[src/rtl/retire_trace.sv]
// Retire trace source: captures one record per retired instruction into a
// show-ahead FIFO and streams it out on a valid/ready interface.
//
// state   | meaning
// --------+------------------------------------------------------------
// S_IDLE  | waiting for the first retire; retires are accepted
// S_RUN   | capturing retires into the FIFO
// S_DRAIN | MAX_COUNT retires accepted; new retires ignored, FIFO drains
// S_DONE  | FIFO drained after MAX_COUNT; held until reset
module retire_trace #(
    parameter int unsigned DEPTH     = 8,
    parameter int unsigned MAX_COUNT = 200
) (
    input  logic        clk,
    input  logic        reset_n,
    input  logic        retire_valid,
    input  logic [31:0] retire_pc,
    input  logic [31:0] retire_instr,
    input  logic [5:0]  retire_type,
    input  logic [4:0]  retire_rd,
    input  logic [4:0]  retire_rs1,
    input  logic [4:0]  retire_rs2,
    input  logic [31:0] retire_rd_val,
    input  logic [31:0] retire_rs1_val,
    input  logic [31:0] retire_rs2_val,
    input  logic        trc_ready,
    output logic        trc_valid,
    output logic [31:0] trc_pc,
    output logic [31:0] trc_instr,
    output logic [5:0]  trc_type,
    output logic [4:0]  trc_rd,
    output logic [4:0]  trc_rs1,
    output logic [4:0]  trc_rs2,
    output logic [31:0] trc_rd_val,
    output logic [31:0] trc_rs1_val,
    output logic [31:0] trc_rs2_val,
    output logic [31:0] trc_seq,
    output logic        trc_bad_type,
    output logic        stall_req,
    output logic        overflow,
    output logic [15:0] drop_count,
    output logic [31:0] retire_count,
    output logic        done
);

    localparam int unsigned AW = $clog2(DEPTH);

    typedef enum logic [1:0] {S_IDLE, S_RUN, S_DRAIN, S_DONE} state_t;

    typedef struct packed {
        logic [31:0] pc;
        logic [31:0] instr;
        logic [5:0]  rtype;
        logic [4:0]  rd;
        logic [4:0]  rs1;
        logic [4:0]  rs2;
        logic [31:0] rd_val;
        logic [31:0] rs1_val;
        logic [31:0] rs2_val;
        logic [31:0] seq;
        logic        bad_type;
    } rec_t;

    state_t      state_q, state_d;
    logic [AW:0] wr_ptr_q, wr_ptr_d;
    logic [AW:0] rd_ptr_q, rd_ptr_d;
    logic        stall_req_q, stall_req_d;
    logic        overflow_q, overflow_d;
    logic [15:0] drop_count_q, drop_count_d;
    logic [31:0] retire_count_q, retire_count_d;

    rec_t        mem_q [DEPTH];
    rec_t        rec_d;
    rec_t        head;

    logic        empty, full, accepting, push, pop, drop;
    logic [AW:0] occ, occ_next;

    assign empty     = (wr_ptr_q == rd_ptr_q);
    assign full      = (wr_ptr_q[AW] != rd_ptr_q[AW]) &&
                       (wr_ptr_q[AW-1:0] == rd_ptr_q[AW-1:0]);
    assign accepting = (state_q == S_IDLE) || (state_q == S_RUN);
    assign pop       = !empty && trc_ready;
    // A same-cycle pop frees the slot, so a full FIFO can still take a push.
    assign push      = accepting && retire_valid && (!full || pop);
    assign drop      = accepting && retire_valid && full && !pop;
    assign occ       = wr_ptr_q - rd_ptr_q;
    assign occ_next  = occ + (AW+1)'(push) - (AW+1)'(pop);

    always_comb begin
        rec_d          = '0;
        rec_d.pc       = retire_pc;
        rec_d.instr    = retire_instr;
        rec_d.rtype    = retire_type;
        rec_d.rd       = retire_rd;
        rec_d.rs1      = retire_rs1;
        rec_d.rs2      = retire_rs2;
        rec_d.rd_val   = (retire_rd == 5'd0) ? 32'd0 : retire_rd_val;
        rec_d.rs1_val  = retire_rs1_val;
        rec_d.rs2_val  = retire_rs2_val;
        rec_d.seq      = retire_count_q;
        rec_d.bad_type = (retire_type == 6'd0) ||
                         ((retire_type & (retire_type - 6'd1)) != 6'd0);
    end

    always_comb begin
        wr_ptr_d       = wr_ptr_q + (AW+1)'(push);
        rd_ptr_d       = rd_ptr_q + (AW+1)'(pop);
        stall_req_d    = (occ_next >= (AW+1)'(DEPTH - 2));
        overflow_d     = overflow_q | drop;
        drop_count_d   = drop_count_q;
        if (drop && (drop_count_q != 16'hFFFF)) begin
            drop_count_d = drop_count_q + 16'd1;
        end
        retire_count_d = retire_count_q + 32'(push);
    end

    always_comb begin
        state_d = state_q;
        case (state_q)
            S_IDLE, S_RUN: begin
                if (push && (retire_count_q == 32'(MAX_COUNT - 1))) begin
                    state_d = S_DRAIN;
                end else if (retire_valid) begin
                    state_d = S_RUN;
                end
            end
            S_DRAIN: begin
                // Leave on the edge that pops the last record.
                if (occ_next == '0) begin
                    state_d = S_DONE;
                end
            end
            S_DONE:  state_d = S_DONE;
            default: state_d = S_IDLE;
        endcase
    end

    always_ff @(posedge clk or negedge reset_n) begin
        if (!reset_n) begin
            state_q        <= S_IDLE;
            wr_ptr_q       <= '0;
            rd_ptr_q       <= '0;
            stall_req_q    <= 1'b0;
            overflow_q     <= 1'b0;
            drop_count_q   <= 16'd0;
            retire_count_q <= 32'd0;
        end else begin
            state_q        <= state_d;
            wr_ptr_q       <= wr_ptr_d;
            rd_ptr_q       <= rd_ptr_d;
            stall_req_q    <= stall_req_d;
            overflow_q     <= overflow_d;
            drop_count_q   <= drop_count_d;
            retire_count_q <= retire_count_d;
        end
    end

    always_ff @(posedge clk) begin
        if (push) begin
            mem_q[wr_ptr_q[AW-1:0]] <= rec_d;
        end
    end

    assign head         = mem_q[rd_ptr_q[AW-1:0]];
    assign trc_valid    = !empty;
    assign trc_pc       = head.pc;
    assign trc_instr    = head.instr;
    assign trc_type     = head.rtype;
    assign trc_rd       = head.rd;
    assign trc_rs1      = head.rs1;
    assign trc_rs2      = head.rs2;
    assign trc_rd_val   = head.rd_val;
    assign trc_rs1_val  = head.rs1_val;
    assign trc_rs2_val  = head.rs2_val;
    assign trc_seq      = head.seq;
    assign trc_bad_type = head.bad_type;

    assign stall_req    = stall_req_q;
    assign overflow     = overflow_q;
    assign drop_count   = drop_count_q;
    assign retire_count = retire_count_q;
    assign done         = (state_q == S_DONE);

endmodule
[config.mk]
export PLATFORM = sky130hd
export DESIGN_NAME = retire_trace
export DESIGN_NICKNAME = d
export VERILOG_FILES = /design/src/rtl/retire_trace.sv
export SDC_FILE = /design/constraint.sdc
export NUM_CORES = 2
export LEC_CHECK = 0
export CAP_MARGIN = 25
export CORE_ASPECT_RATIO = 1.75
export CORE_UTILIZATION = 60
export CTS_CLUSTER_SIZE = 24
export DETAILED_ROUTE_END_ITERATION = 6
export GPL_TIMING_DRIVEN = 0
export PLACE_DENSITY_LB_ADDON = 0.25
export SLEW_MARGIN = 25
export SYNTH_ARGS = -nofsm -noshare
export SYNTH_HDL_FRONTEND = slang
export SYNTH_SLANG_ARGS = --single-unit
[constraint.sdc]
create_clock -name clk -period 32.8 [get_ports clk]
set_input_delay 6.56 -clock clk [delete_from_list [all_inputs] [get_ports clk]]
set_output_delay 6.56 -clock clk [all_outputs]
set_load 0.1 [all_outputs]
Word-level counts from Yosys, hierarchy flattened
Memory sizes are Yosys's and may differ from the RTL's.
Cells that the tools add are included.
{ "word_totals": {"register_bits": 60, "mem_bits_rw": 1712, "in_bits": 185, "output_inout_bits": 266, "word_cells": 57, "memories": 1} }
{ "memory_table": {"columns": ["name", "depth", "width", "rd", "rd_ports_with_merged_regs", "write_ports", "line_no", "rtl"], "rows": [
  ["mem_q", 8, 214, 1, 0, 1, "72", "rec_t mem_q [DEPTH];"]
]} }
{ "classes": {"add_sub_neg": 8, "order_cmp": 1, "n_eq_ne": 10, "muxes": 7, "n_bitwise": 2, "reduce_logical": 21} }
{ "op_table": {"columns": ["cell", "n"], "rows": [
  ["$add A32 B1 Y32", 1],
  ["$eq A32 B8 Y1 const B", 1],
  ["$mux W32", 1],
  ["$add A16 B1 Y16 const B", 1],
  ["$ne A16 B16 Y1 const B", 1],
  ["$add A4 B1 Y4", 3],
  ["$logic_and A1 B1 Y1", 8],
  ["$and A6 B6 Y6", 1],
  ["$logic_not A6 Y1", 1],
  ["$mux W2", 3],
  ["$pmux W2 S3", 1],
  ["$reduce_bool A6 Y1", 1],
  ["$sub A6 B1 Y6 const B", 1],
  ["$logic_not A5 Y1", 1],
  ["$eq A2 B2 Y1 const B", 2],
  ["$eq A4 B4 Y1", 1],
  ["$ge A4 B3 Y1 const B", 1],
  ["$logic_not A4 Y1", 1],
  ["$sub A4 B1 Y4", 1],
  ["$sub A4 B4 Y4", 1],
  ["$eq A3 B3 Y1", 1],
  ["$logic_not A1 Y1", 3],
  ["$logic_or A1 B1 Y1", 3],
  ["$ne A3 B3 Y1 const B", 1],
  ["other kinds (8)", 9]
]} }

Longest topological paths before layout
{ "depth": {"ltp_word": 10, "depth_mapped": 14, "depth_no_buf": 14} }

Worst setup path before layout
Ideal clock, no wire load.
{ "synth_timing": {"kind": "input -> register", "from": "input port trc_ready", "to": "memory mem_q[0][0] in the netlist's numbering (enable)", "setup_ns": 1.050, "t_arrival_ns": 21.559, "t_required_ns": 31.750, "setup_slack_ns": 10.191, "path_stages": 4, "n_path_buf": 0, "path_cell_list": "nor2b_1 > a41oi_1 > nand2b_1 > nor3_1"} }
{ "synth_via": {"elab_chain_cells": 5} }
{ "synth_rtl": {"columns": ["element", "line_no", "rtl"], "rows": [
  ["start, declared", "26", "input logic trc_ready,"],
  ["$logic_and A1 B1 Y1", "83", "assign pop = !empty && trc_ready;"],
  ["$logic_or A1 B1 Y1", "85", "assign push = accepting && retire_valid && (!full || pop);"],
  ["$logic_and A1 B1 Y1", "85", null],
  ["$mux W1", "160", "if (push) begin"],
  ["$mux W1 (implied by the code)", "161", "mem_q[wr_ptr_q[AW-1:0]] <= rec_d;"],
  ["end, declared", "72", null]
]} }
Every way passes these cells.

Final worst setup path
{ "layout_timing": {"from": "register rd_ptr_q[2]", "to": "output port trc_instr[26]"} }
{ "layout_via": {"elab_chain_cells": 1} }
{ "layout_rtl": {"columns": ["element", "line_no", "rtl"], "rows": [
  ["start, declared", "66", "logic [AW:0] rd_ptr_q, rd_ptr_d;"],
  ["start signal, assigned", "151", "rd_ptr_q <= rd_ptr_d;"],
  ["$mem_v2 Z8 W214", null, null],
  ["end, declared", "29", "output logic [31:0] trc_instr,"]
]} }
Every way passes these cells.

==> flow_summary.toml <==
[synth]
synth_seq_cells = 1772
synthTopCellsByArea = "edfxtp_1 76%, mux4_2 14%, mux2_2 3.6%, dfrtp_1 2.2%, buf_4 0.37%"
yosys-top-cells-count = "1712 x edfxtp_1, 428 x mux4_2, 215 x mux2_2, 60 x dfrtp_1, 49 x buf_2"
yosys.area.top_type = "edfxtp_1"
synthCells = 2827
synth.top_cell.area_share = 0.760
synth_cell_type_count = 44
synthFlopType = "edfxtp_1"
synthesis.area_um2 = 67600
yosysSeqAreaShare = 0.782
syn-mean-instance-area_um2 = 23.9
synthArstFlopShare = 0.0339
synth-edff-count = 1712
synth_nets = 3026
yosysMostFrequentCell = "edfxtp_1"
synth_warnings = 0

[sta]
tightest_slew_ns = 1.15
worst_hold_slack_ns = 0.479
slew_headroom = 0.229
finalSetupViolCount = 0
fin_skew_ns = 0.0265
rsz0062_at_grt = "no"
fmax_mhz = 90.2
slew_violations = 0
hold_viol = 0
fin_crit_sh = 0.338
period_minus_slack_ns = 11.08

[worst_setup_path]
crit_required_ns = 26.24
critPathMaxFanout = 10
critical_path_class = "flop to primary output"
end_kind = "primary output"
worstPathArrival_ns = 4.52
start_kind = "flop"

[die]
row_count = 162
start_util = 0.607
fp.dieW_um = 256
io-pin-count = 451
die-area_um2 = 114000
die_height_um = 446
core-area_um2 = 111000

[cts]
cts-root-buf = "clkbuf_16"
hold_buffers = 0
cts_resized = 0
clock-sinks = 1772
cts_made_buffers = 152
clkLatencyLatePin_ns = 0.79
clk_pin_slew_ns = 0.06
post_cts_buffers = 0
cts_tree = "done"
cts-htree-levels = 4
clockBufferDepth = 3

[route]
route.detailed.drc = 0
via_per_inst = 6.31
postRouteAntennaNets = 0
dr.pass1.iters = 6
vias = 32800
drtIter0Drc = 3190
wl_per_cell_um = 31.3
finalWirelength_um = 163000

[job]
cap_viol_max_count = 0

[global_route]
grt_max_degree = 48
grt_usage = 0.292
antenna_found_initial = 27
grt_pass1_wl_um = 238000
grt_pass1_vias = 35000
grt_overflow_total = 0

[placement]
portBuffers = 450
finalWeightedCongestion = 0.808
hpwl_um = 108000

[min_path]
min_path_type = "flop to flop"

[final_layout]
fin_nets = 3792
area_growth_syn_to_layout_pct = 20.9
drive_gt1_frac = 0.316
nFillCells = 6042

[status]
status = "finished clean"
-- worst max-delay path, stage by stage (launching register included) --
cell             delay [ns]
dfrtp_1                0.37
buf_2                  0.38
clkbuf_1               0.80
clkbuf_1               0.65
mux2_2                 0.34
clkdlybuf4s50_1        1.18
-- through the flow --
step / setup TNS [ns] / area (µm²) / worst slack (ns) / util / std cells
after floorplan: 0 / 67600 / 10.19 / - / 2827
after global placement: -2645.46 / 74000 / -6.28 / 0.664 / 4753
after detailed placement: 0 / 76900 / 21.75 / 0.690 / 4915
after CTS: 0 / 81800 / 21.48 / 0.734 / 5191
after global routing: 0 / 81800 / 21.60 / 0.733 / 5197
final: 0 / 81800 / 21.72 / 0.734 / 5206
-- layer usage --
| layer | track usage | routed length (µm) | up-vias |
|---|---|---|---|
| li1 | - | - | 13500 |
| met3 | 0.0747 | 15100 | 327 |
| met4 | 0.0969 | 4790 | 34 |
| met2 | 0.501 | 85200 | 1604 |
| met1 | 0.365 | 57700 | 17400 |
| met5 | 0 | 219 | - |
-- logic make-up (layout without fill, tap and decap cells) --
kind of cell | Yosys count | count (layout) | synth area share
and+or+nand+nor | 165 | 165 | 0.0154
AOI/OAI and AO/OA | 8 | 8 | 0.000666
adders and majority gates | 14 | 14 | 0.00292
DFF | 1772 | 1772 | 0.782
other | 0 | 15 | 0
muxes | 643 | 643 | 0.178
xor gates and xnor gates | 55 | 55 | 0.00766
buffers and inverters | 170 | 1058 | 0.0129
-- final cells by class --
type,instances,area [µm²],area share
clock buffer,186,4060,0.0496
tap,1476,1850,0.0226
inverter,10,37.5,0.000459
multi-input combinational,885,13900,0.170
timing repair buffer,612,7260,0.0888
clock inverter,90,871,0.0106
antenna,15,37.5,0.000459
sequential,1772,52900,0.647
buffer,160,845,0.0103
-- state kept, by name, summed over array words and instances (netlist names) --
name	cells
overflow	1
rd_ptr_q	4
wr_ptr_q	4
retire_count	32
stall_req	1
mem_q	1712
drop_count	16
state_q	2
-- cell usage in the layout (no fill, tap or decap), types with 27 or more instances in the layout --
cell type / count
buf_1: 33
buf_16: 70
buf_2: 79
buf_4: 96
clkbuf_1: 61
clkbuf_16: 158
clkdlybuf4s50_1: 421
clkinv_2: 27
dfrtp_1: 60
edfxtp_1: 1712
mux2_2: 215
mux4_2: 428
nor2b_1: 33
xnor2_1: 28
-- final timing paths --
path / start / end / slack, ns / cells past startpoint
worst max-delay path: rd_ptr_q[2] / trc_instr[26] / 21.72 / 5
min in group asynchronous: reset_n / drop_count[13] / 5.64 / 1
max in group asynchronous: reset_n / retire_count[28] / 26.64 / 2
worst min-delay path: overflow / overflow / 0.48 / 1
worst min register to register: overflow / overflow / 0.48 / 1
worst max register to register: wr_ptr_q[2] / mem_q[1][173] / 27.66 / 16
Power is left out: the tool's default activity adds up to more than one toggle a clock period on the data nets, which glitch-free logic cannot reach.
==> patch (same settings) <==
The parameter `DEPTH` goes from 8 to 4.
--- a/src/rtl/retire_trace.sv
+++ b/src/rtl/retire_trace.sv
@@ -10,3 +10,3 @@
 module retire_trace #(
-    parameter int unsigned DEPTH     = 8,
+    parameter int unsigned DEPTH     = 4,
     parameter int unsigned MAX_COUNT = 200
Check against the original RTL: not settled (the Yosys comparison gave no result); the edit may change what the design does.
==> patch against the original RTL <==
Final area shrank 48%. Via count shrank 49%. Core utilization grew 3.0 points. Worst setup slack gained 0.34 ns. Critical endpoint is now trc_rs1_val[1]. Count of clock-buffer cells in the layout shrank 82. Synthesized area shrank 50%. Sequential share of layout area shrank 1.3 points. Register-to-register slack gained 1.2 ns. Highest routed layer unchanged. Sequential cell count shrank 858. Wire length shrank 54%. First-iteration DRC count shrank 65%.
Power is left out: the tool's default activity adds up to more than one toggle a clock period on the data nets, which glitch-free logic cannot reach.
==> patch: results (changes against the original RTL) <==
| Metric | Value |
|---|---|
| Top cells by count, synth | `edfxtp_1, mux4_2, dfrtp_1, nor2b_1, buf_4` |
| Number of fill cells | `2973 (-51%)` |
| Leading post-synthesis cells by cell area | `edfxtp_1, mux4_2, dfrtp_1, buf_4, xnor2_1` |
| Number of global-route vias before repair | `17990 (-49%)` |
| DP HPWL | `51.79 mm (-52%)` |
| Max FFs per register | `856 (-50%)` |
| Syn nets | `1638 (-46%)` |
| Clk_lat worst skew | `0.61 ns (-0.18 ns)` |
| Register area share after synthesis | `79.77% (+1.6 points)` |
| R2R Setup Slk | `28.82 ns (+1.16 ns)` |
| FF-to-FF Start | `rd_ptr_q[0]$_DFF_PN0_` |
| Crit. Startpoint | `rd_ptr_q[1]$_DFF_PN0_` |
| Register-to-Register Path Depth | `14 (-2)` |
| Number of flops mapped to enable cells by yosys | `856 (-50%)` |
| Global Route Usage Sum | `26.35% (-2.9 points)` |
| Maximum fanout along the worst path | `10 (unchanged)` |
| DR iter-0 viols | `1103 (-65%)` |
| RR Endpoint | `state_q[0]$_DFFE_PN0P_` |
| Status | `complete, no violations` |
| Layout cells sized above 1 | `22.87% (-8.7 points)` |
| Wire length per cell | `26.82 um (-14%)` |
| H-tree levels | `3 (-1)` |
| Largest net degree at the start of global routing | `45 (-6.3%)` |
| Routability Congestion | `0.7953 (-1.6%)` |
| Critical path arrival | `4.18 ns (-0.34 ns)` |
| Synth async-reset ratio | `6.346% (+3.0 points)` |
| Worst slew margin | `25.13% (+2.2 points)` |
| Achievable frequency | `93.09 MHz (+3.2%)` |
| Placed cell areas | `0.04025 mm2 (-48%)` |
| Synth unique cells | `42 (-4.5%)` |
| TritonRoute pass-1 iters | `5 (-1)` |
| Root Driver | `clkbuf_16` |
| DP Worst Slack | `22.64 ns (+0.8846 ns)` |
| Critical path endpoint | `trc_rs1_val[1]` |
| Inserted Clock Buffers | `78 (-49%)` |
| Fin Clk Skew | `0.01462 ns (-0.01188 ns)` |
| Antenna violations before repair | `11 (-59%)` |
[patch: logic make-up (layout without fill, tap and decap cells)]
kind of cell,Yosys count,in the layout,synth area share (%)
XOR/XNOR,52,52,1.338
adder cells (fa/ha/maj),12,12,0.4852
flip-flops,914,914,79.77
AND/OR/NAND/NOR,143,143,2.459
AO/OA/AOI/OAI,9,9,0.2058
other,0,9,0
buffers and inverters,95,757,1.522
multiplexers,216,216,14.22
[patch: stage by stage]
| step | hold WS, ns | std cells |
|---|---|---|
| floorplan | 0.4617 | 1441 |
| global placement | 0.4526 | 2593 |
| detailed placement | 0.4774 | 2670 |
| CTS | 0.5059 | 2805 |
| global route | 0.5203 | 2812 |
| finish | 0.5153 | 2814 |
[patch: area by class of cell]
type | instances | area [um2] | area share, %
diodes | 9 | 22.52 | 0.05259
plain buffers | 87 | 489.2 | 1.142
clock buffers | 104 | 2246 | 5.244
clock inverters | 31 | 309.0 | 0.7216
inverters | 8 | 30.03 | 0.07012
multi-input cells | 432 | 6389 | 14.92
flip-flops and latches | 914 | 27160 | 63.41
well taps | 702 | 878.3 | 2.051
repair buffers | 527 | 5308 | 12.39
[patch: worst min-delay path by stage]
stage,start,end,slack [ns],cells past startpoint
5_1_grt,overflow$_DFF_PN0_,overflow$_DFF_PN0_,0.52,1
4_1_cts,overflow$_DFF_PN0_,overflow$_DFF_PN0_,0.51,1
6_report,overflow$_DFF_PN0_,overflow$_DFF_PN0_,0.52,1
3_3_place_gp,overflow$_DFF_PN0_,overflow$_DFF_PN0_,0.45,1
2_1_floorplan,rd_ptr_q[2]$_DFF_PN0_,rd_ptr_q[2]$_DFF_PN0_,0.46,1
3_5_place_dp,overflow$_DFF_PN0_,overflow$_DFF_PN0_,0.48,1
[patch: routing by layer]
layer  up-vias  GRT usage, %  share of wire [%]
li1       7189             -                  -
met1      8823         31.03                 35
met2       636         45.72                 53
met3       151         7.123                7.8
met4         6         11.52                3.9
met5         -             0              0.048
[patch: worst max-delay path: stages, from the launching register on]
cell	delay, ns
dfrtp_1	0.40
buf_2	0.25
clkbuf_1	0.71
clkbuf_1	0.64
mux4_2	0.33
clkdlybuf4s50_1	1.22
